**src/rtl/mudv_pkg.sv**
```systemverilog
// rtl/mudv_pkg.sv - shared types and codes for the MUDV command sequencer
package mudv_pkg;

    typedef enum logic [2:0] {
        IDLE,
        EXEC,
        RD_HI,
        RD_LO,
        DONE
    } state_t;

    localparam logic [3:0] F_EXEC_MUL = 4'b1001;
    localparam logic [3:0] F_EXEC_DIV = 4'b1011;
    localparam logic [3:0] F_RD_HI    = 4'b1000;
    localparam logic [3:0] F_RD_LO    = 4'b0000;

    localparam logic OP_MUL = 1'b0;
    localparam logic OP_DIV = 1'b1;

endpackage

```
**src/rtl/key_debounce.sv**
```systemverilog
// rtl/key_debounce.sv - 2-flop synchroniser, stable-count debouncer and press pulse
module key_debounce #(
    parameter int DEBOUNCE = 16
) (
    input  logic clk,
    input  logic reset,
    input  logic key_n_i,
    output logic press_o
);

    localparam int CW = $clog2(DEBOUNCE + 1);

    logic          sync1_q;
    logic          sync2_q;
    logic          level_q;
    logic          level_d;
    logic          press_q;
    logic [CW-1:0] cnt_q;
    logic [CW-1:0] cnt_d;

    // Any cycle agreeing with the accepted level restarts the stability count.
    always_comb begin
        level_d = level_q;
        cnt_d   = '0;
        if (sync2_q != level_q) begin
            if (cnt_q == CW'(DEBOUNCE - 1)) begin
                level_d = sync2_q;
            end else begin
                cnt_d = cnt_q + CW'(1);
            end
        end
    end

    always_ff @(posedge clk) begin
        if (reset) begin
            sync1_q <= 1'b1;
            sync2_q <= 1'b1;
            level_q <= 1'b1;
            cnt_q   <= '0;
            press_q <= 1'b0;
        end else begin
            sync1_q <= key_n_i;
            sync2_q <= sync1_q;
            level_q <= level_d;
            cnt_q   <= cnt_d;
            press_q <= level_q & ~level_d;
        end
    end

    assign press_o = press_q;

endmodule

```
**src/rtl/mudv_sequencer.sv**
```systemverilog
// rtl/mudv_sequencer.sv - button-driven execute/read-back sequencer for the MUDV unit
module mudv_sequencer #(
    parameter int         N          = 3,
    parameter int         DEBOUNCE   = 16,
    parameter logic [3:0] F_EXEC_MUL = mudv_pkg::F_EXEC_MUL,
    parameter logic [3:0] F_EXEC_DIV = mudv_pkg::F_EXEC_DIV,
    parameter logic [3:0] F_RD_HI    = mudv_pkg::F_RD_HI,
    parameter logic [3:0] F_RD_LO    = mudv_pkg::F_RD_LO
) (
    input  logic         clk,
    input  logic         reset,
    input  logic         key_n,
    input  logic [N-1:0] sw_a,
    input  logic [N-1:0] sw_b,
    input  logic         sw_op,
    input  logic [N-1:0] y,
    output logic [N-1:0] a,
    output logic [N-1:0] b,
    output logic [3:0]   f,
    output logic         step,
    output logic [N-1:0] res_hi,
    output logic [N-1:0] res_lo,
    output logic         busy,
    output logic         done,
    output logic         err
);

    import mudv_pkg::*;

    state_t       state_q, state_d;
    logic [N-1:0] a_q, a_d, b_q, b_d;
    logic [N-1:0] res_hi_q, res_hi_d, res_lo_q, res_lo_d;
    logic         op_q, op_d, err_q, err_d;
    logic         press;
    logic         step_c;

    key_debounce #(.DEBOUNCE(DEBOUNCE)) u_key (
        .clk     (clk),
        .reset   (reset),
        .key_n_i (key_n),
        .press_o (press)
    );

    always_comb begin
        state_d  = state_q;
        a_d      = a_q;
        b_d      = b_q;
        op_d     = op_q;
        err_d    = err_q;
        res_hi_d = res_hi_q;
        res_lo_d = res_lo_q;
        f        = F_RD_LO;
        step_c   = 1'b0;
        busy     = 1'b0;
        done     = 1'b0;
        unique case (state_q)
            IDLE: begin
                if (press) begin
                    a_d     = sw_a;
                    b_d     = sw_b;
                    op_d    = sw_op;
                    err_d   = 1'b0;
                    state_d = EXEC;
                end
            end
            EXEC: begin
                busy = 1'b1;
                // A zero divisor never reaches MUDV; results are forced to zero.
                if (op_q == OP_DIV && b_q == '0) begin
                    err_d    = 1'b1;
                    res_hi_d = '0;
                    res_lo_d = '0;
                    state_d  = DONE;
                end else begin
                    f       = (op_q == OP_DIV) ? F_EXEC_DIV : F_EXEC_MUL;
                    step_c  = 1'b1;
                    state_d = RD_HI;
                end
            end
            RD_HI: begin
                busy     = 1'b1;
                f        = F_RD_HI;
                res_hi_d = y;
                state_d  = RD_LO;
            end
            RD_LO: begin
                busy     = 1'b1;
                f        = F_RD_LO;
                res_lo_d = y;
                state_d  = DONE;
            end
            DONE: begin
                busy    = 1'b1;
                done    = 1'b1;
                state_d = IDLE;
            end
            default: state_d = IDLE;
        endcase
    end

    always_ff @(posedge clk) begin
        if (reset) begin
            state_q  <= IDLE;
            a_q      <= '0;
            b_q      <= '0;
            op_q     <= OP_MUL;
            err_q    <= 1'b0;
            res_hi_q <= '0;
            res_lo_q <= '0;
        end else begin
            state_q  <= state_d;
            a_q      <= a_d;
            b_q      <= b_d;
            op_q     <= op_d;
            err_q    <= err_d;
            res_hi_q <= res_hi_d;
            res_lo_q <= res_lo_d;
        end
    end

    // MUDV must never see a write in a cycle that is being reset.
    assign step   = step_c & ~reset;
    assign a      = a_q;
    assign b      = b_q;
    assign err    = err_q;
    assign res_hi = res_hi_q;
    assign res_lo = res_lo_q;

endmodule
```
**config.mk**
```make
export PLATFORM = sky130hd
export DESIGN_NAME = mudv_sequencer
export DESIGN_NICKNAME = d
export VERILOG_FILES = /design/src/rtl/mudv_pkg.sv /design/src/rtl/key_debounce.sv /design/src/rtl/mudv_sequencer.sv
export SDC_FILE = /design/constraint.sdc
export NUM_CORES = 1
export LEC_CHECK = 0
export ABC_CLOCK_PERIOD_IN_PS = 3300
export BUFFER_PORTS_ARGS = -buffer_cell sky130_fd_sc_hd__buf_2
export CAP_MARGIN = 15
export CORE_MARGIN = 2
export CORE_UTILIZATION = 40
export DETAILED_ROUTE_END_ITERATION = 8
export PLACE_DENSITY = 0.65
export SYNTH_ARGS = -nofsm -noshare
export SYNTH_HDL_FRONTEND = slang
export SYNTH_SLANG_ARGS = --single-unit
```
**constraint.sdc**
```tcl
create_clock -name clk -period 3.3 [get_ports clk]
set_input_delay 0.495 -clock clk [delete_from_list [all_inputs] [get_ports clk]]
set_output_delay 0.495 -clock clk [all_outputs]
set_load 0.02 [all_outputs]
```
Word level (Yosys, flattened, before mapping)
Cells that the tools add are included.

Flip-flop bits (word level): 26. Input port bits: 13. Output and inout port bits: 20.

Add/subtract/negate cells: 1. Eq/ne operators: 8. Multiplexer cells: 18. Bitwise operators: 5. Reduce and logical (&&, ||, !) cells: 12.

Operators by type and width (number): one-hot mux 3 bit (2 select lines) (2); one-hot mux 3 bit (4 select lines) (1); two-way mux 3 bit (3); two-way mux 1 bit (8); one-hot mux 4 bit (2 select lines) (1); == test 3 x 2 -> 1 bit (second input constant) (2); logical NOT 3 bit (2); AND reduction 2 bit (3); nonzero test 2 bit (3); adder 5 x 1 -> 5 bit (second input constant) (1); == test 5 x 4 -> 1 bit (second input constant) (1); two-way mux 4 bit (1); OR reduction 4 bit (1); == test 3 x 1 -> 1 bit (second input constant) (1); == test 3 bit (second input constant) (1); inverter 1 bit (3); AND reduction 3 bit (1); OR reduction 3 bit (1); AND 1 bit (2); two-way mux 2 bit (1); != test 2 x 1 -> 1 bit (second input constant) (1); != test 2 bit (second input constant) (1); one-hot mux 1 bit (2 select lines) (1); logical AND 1 bit (1); != test 1 bit (1).

Longest topological paths before layout
Depth in word-level cells: 5. Depth in mapped cells: 6. Gate-level depth less buffers: 6.

Modules after synthesis
A second synthesis with hierarchy kept.

Cells, all modules: 122. Area total of the unflattened synthesis: 1111.1 sq um.

By module, submodules not included: mudv_sequencer (instances 1, cells each 91, area an instance 795.8 sq um, seq. area each 340.3 sq um); key_debounce (instances 1, cells each 31, area an instance 315.3 sq um, seq. area each 180.2 sq um).

Worst setup path before layout
Ideal clock, no wire load.

Kind: register to output. From: reg b_q[0] (netlist: b[0]). To: out f[3]. Arrival time: 1228 ps. Data required time: 2805 ps. Setup slack: 1577 ps. Stages on the path, launching flop included: 4. Path buffers: 0. Cell sequence: dfxtp_1 > or4b_4 > nand2_1 > nand2_1.

Cells in the longest elaborated chain, start to end: 4.

Ends and longest elaborated chain: start, declared (line mudv_sequencer.sv:31) `logic [N-1:0] a_q, a_d, b_q, b_d;`; start signal, assigned (line mudv_sequencer.sv:105) `b_q <= '0;`; start signal, assigned (line mudv_sequencer.sv:113) `b_q <= b_d;`; logical NOT 3 bit (line mudv_sequencer.sv:69) `if (op_q == OP_DIV && b_q == '0) begin`; logical AND 1 bit (line mudv_sequencer.sv:69); two-way mux 4 bit (line mudv_sequencer.sv:69); one-hot mux 4 bit (2 select lines) (line mudv_sequencer.sv:56) `unique case (state_q)`; end, declared (line mudv_sequencer.sv:19) `output logic [3:0] f,`.

Every way passes these cells.

Final worst setup path
From: reg state_q[1]. To: out f[3].

Cells in the longest elaborated chain, start to end: 2. Elaborated cells between the ends (all ways): 3. Those cells by class: eq/ne: 2; mux: 1.

Ends and longest elaborated chain: start, declared (line mudv_sequencer.sv:30) `state_t state_q, state_d;`; start signal, assigned (line mudv_sequencer.sv:111) `state_q <= state_d;`; == test 3 x 2 -> 1 bit / == test 3 x 1 -> 1 bit (equally long branches) (line mudv_sequencer.sv:56); one-hot mux 4 bit (2 select lines) (*) (line mudv_sequencer.sv:56).

Every way passes the cells marked *; elsewhere a longest branch is shown, timed or not.

==> impl_metrics.csv <==
group,metric,value,unit
placed_design,place_ws,1.331,ns
placed_design,dp.cells,175,
synth,synth_flop_cell,"dfxtp_1",
synth,mappedNetlistNets,137,
route,vias_after_detailed_routing,930,
cts,htree_levels,1,
final_layout,fillCellCount,262,
critical_path,r2r_setup_slack,1.70,ns
synth,yosys.area.top_type_share,47.54,%
final_layout,seq_area,520.5,um^2
route,detail_route.wl_per_cell,11.74,um
timing,setup_viol,0,
placed_design,finalWeightedCongestion,0.6826,
synth,synth.cell_area,0.001095,mm^2
global_route,grt_max_degree,24,
critical_path,r2r.worst_path.cells,3,
synth,synthTopCellsByArea,"dfxtp_1 (48%), nand2_1 (6.9%), a21oi_1 (5.9%), nor2_1 (3.8%), xnor2_1 (2.4%)",
global_route,via_count_of_the_first_global_routing_pass,822,
power,power_report.internal_total,445.0,uW
critical_path,worst_setup_path_start_kind,"register",
timing,fmax,424.4,MHz
synth,synthArstFlopShare,0,%
final_layout,final_cell_mix,"buf_2 (31), dfxtp_1 (26), nand2_1 (20)",
critical_path,worst-endpoint-required,2.80,ns
timing,slew_viol_final,0,
critical_path,crit_arrival,1.86,ns
floorplanning,die-area,0.003171,mm^2
route,detail_route.drc_violations,0,
global_route,met1_usage,18.43,%
power,clock_power_share,39.7,%
synth,post_synth_num_cell_types,36,
power,p_sw_share,19.14,%
final_layout,layout.nets,165,
route,firstDrtPassIters,4,
critical_path,worst-path-max-fanout,19,
cts,bufs_on_longest_clock_path,2,
timing,totalNegativeSetupSlack,0,ns
route,route.detailed.vias_per_inst,5.196,
timing,grt_setup_unrepaired,"false",
cts,numClockSinks,26,
synth,post_synthesis_sequential_area_ratio,47.54,%
critical_path,rr_startpoint,"state_q[1]$_SDFFE_PP0P_",
floorplanning,fp.dieW,56.32,um
power,p_leak,0.0005745,uW
critical_path,end_kind,"primary output",
placed_design,placedInstanceArea,0.001242,mm^2
power,power_frac_seq,57.5,%
synth,post_synth_inst_count,122,
power,share_of_power_burned_in_combinational_logic,2.8,%
synth,flops_latches_synth,26,
final_layout,postLayoutCoreUtil,50.89,%
critical_path,startpoint,"state_q[1]$_SDFFE_PP0P_",
final_layout,layout_commonest_cell,"buf_2",
synth,ys.warnings.count,0,
critical_path,critPathKind,"reg -> out",
floorplanning,fp.coreArea,0.002545,mm^2
floorplanning,row_count,18,
cts,ctsRootBufferMaster,"clkbuf_4",
floorplanning,design.portCount,33,
timing,finalClockSkew,0.0005669,ns
placed_design,place.detailed.hpwl,1561,um
final_layout,finalNonFillerCells,179,
cts,post-cts-setup-buffer-count,0,
cts,worstSkewPairLatency,0.32,ns
timing,timing_hold_violations_final,0,
route,ant_nets,0,
global_route,groute.usage.overall,13.52,%
cts,post_cts_resized,0,
global_route,global_route.usage.met2,21.01,%
global_route,globalRoute.busiestLayer,"met2",
synth,synth_enable_flop_cells,0,
critical_path,cp-endpoint,"f[3]",
global_route,wire_length_of_the_first_global_routing_pass,3484,um
final_layout,area_added_between_synthesis_and_finish,18.29,%
timing,tightest_slew,0.5920,ns
critical_path,critical-path-slowest-cell,"dfxtp_1",
hold_path,hold_path.class,"in -> reg",
timing,crit_path_time_final,2.356,ns
placed_design,io_buffer_count,31,
timing,finalWorstSetupSlack,0.9438,ns
timing,worst_relative_slew_slack,60.48,%
synth,yosys.area.top_type,"dfxtp_1",
timing,final_min_period_over_clock_period,71.40,%
global_route,grt.met3_usage,2.765,%
final_layout,stdcell_area,0.001295,mm^2
final_layout,multi_input_gate_area_in_the_final_layout,510.5,um^2
critical_path,timing.rr.end,"res_hi[1]$_SDFFE_PP0P_",
global_route,initial_antenna_violation_count,0,
cts,cts_tree,"yes",
power,peakVddDrop,0.2998,mV
flow_run,drv.max_cap_violation_count,0,
floorplanning,start_util,43.02,%
cts,clk_pin_slew_worst_paths,0.14,ns
cts,clock_buffer_count_from_cts,3,
critical_path,crit_path_cell_trace,"or3b_2 -> nand2_1 -> buf_2",
power,power_per_cell_area,424.9,mW/mm^2
final_layout,antenna_cells_inserted,0,
power,switching_power_total,105.3,uW
synth,synth.avg_cell_area,8.974,um^2
route,postRouteWirelength,2101,um
global_route,grt_overflow,0,
floorplanning,die_h,56.32,um
final_layout,post_route_cells_drive_above_1_share,28.86,%
route,detailedRoute.firstIterationViolations,12,
critical_path,cp_slowest_stage_delay,0.72,ns
cts,holdBufCountCts,0,
status,outcome,"completed",
-- cell families after synthesis --
family / after synthesis / synth area share, %
AOI/OAI and AO/OA: 27 / 16.12
xor gates and xnor gates: 4 / 3.201
adders and majority gates: 2 / 2.285
buffers and inverters: 13 / 5.828
DFF: 26 / 47.54
other: 1 / 0.3425
and+or+nand+nor: 49 / 24.69
-- cells in the mapped netlist, types with 2 or more instances --
cell,instances
dfxtp_1,26
nand2_1,20
a21oi_1,13
nor2_1,11
inv_1,5
a211oi_1,3
a31oi_1,3
buf_2,3
clkbuf_1,3
xnor2_1,3
ha_1,2
nor3b_1,2
o21ai_0,2
o311ai_1,2
or2_2,2
or2b_1,2
-- cell type report --
cell class | count | area share, %
Clock buffer | 3 | 1.739
Clock inverter | 1 | 2.319
Inverter | 5 | 1.449
Multi-Input combinational cell | 83 | 39.42
Sequential cell | 26 | 40.19
Tap cell | 30 | 2.899
Timing Repair Buffer | 31 | 11.98
-- worst min path at each step --
stage | startpoint | endpoint | slack, ns | cells after the start
2_1_floorplan | u_key.sync1_q$_SDFF_PP1_ | u_key.sync2_q$_SDFF_PP1_ | 0.39 | 1
3_5_place_dp | u_key.sync1_q$_SDFF_PP1_ | u_key.sync2_q$_SDFF_PP1_ | 0.40 | 1
6_report | key_n | u_key.sync1_q$_SDFF_PP1_ | 0.34 | 2
3_3_place_gp | u_key.sync1_q$_SDFF_PP1_ | u_key.sync2_q$_SDFF_PP1_ | 0.39 | 1
5_1_grt | key_n | u_key.sync1_q$_SDFF_PP1_ | 0.34 | 2
4_1_cts | key_n | u_key.sync1_q$_SDFF_PP1_ | 0.33 | 2
-- state kept, by name, summed over array words and instances, names as in the netlist --
register	cells
state_q	3
a	3
res_lo	3
u_key.sync1_q	1
op_q	1
b	3
u_key.press_o	1
u_key.sync2_q	1
res_hi	3
err	1
u_key.cnt_q	5
u_key.level_q	1
-- through the flow --
| step | total power [uW] | hold WS (ns) |
|---|---|---|
| 2_1_floorplan | 330.1 | 0.3895 |
| 3_3_place_gp | 337.9 | 0.3931 |
| 3_5_place_dp | 338.4 | 0.3989 |
| 4_1_cts | 557.2 | 0.3283 |
| 5_1_grt | 568.2 | 0.3404 |
| 6_report | 550.3 | 0.3404 |
-- routing by layer --
layer	wire [um]	part of all wire (%)	up-vias
li1	-	-	470
met1	1011	48	425
met2	924	44	33
met3	137	6.5	2
met4	27	1.3	0
met5	0	0	-
-- worst max-delay path, delay by kind of cell, from the launching register on --
kind,cells,cell delay [ns]
DFF,1,0.72
buffers and inverters,1,0.16
and+or+nand+nor,2,0.64
-- power by group through the flow --
| stage | logic [uW] | clock network [uW] | registers, uW |
|---|---|---|---|
| after floorplan | 7.25 | 0 | 323 |
| after global placement | 14.9 | 0 | 323 |
| after detailed placement | 15.4 | 0 | 323 |
| after CTS | 15.5 | 225 | 316 |
| after global routing | 17.5 | 234 | 317 |
| final | 15.5 | 219 | 316 |
No activity file was read; power rests on OpenSTA's default activity.
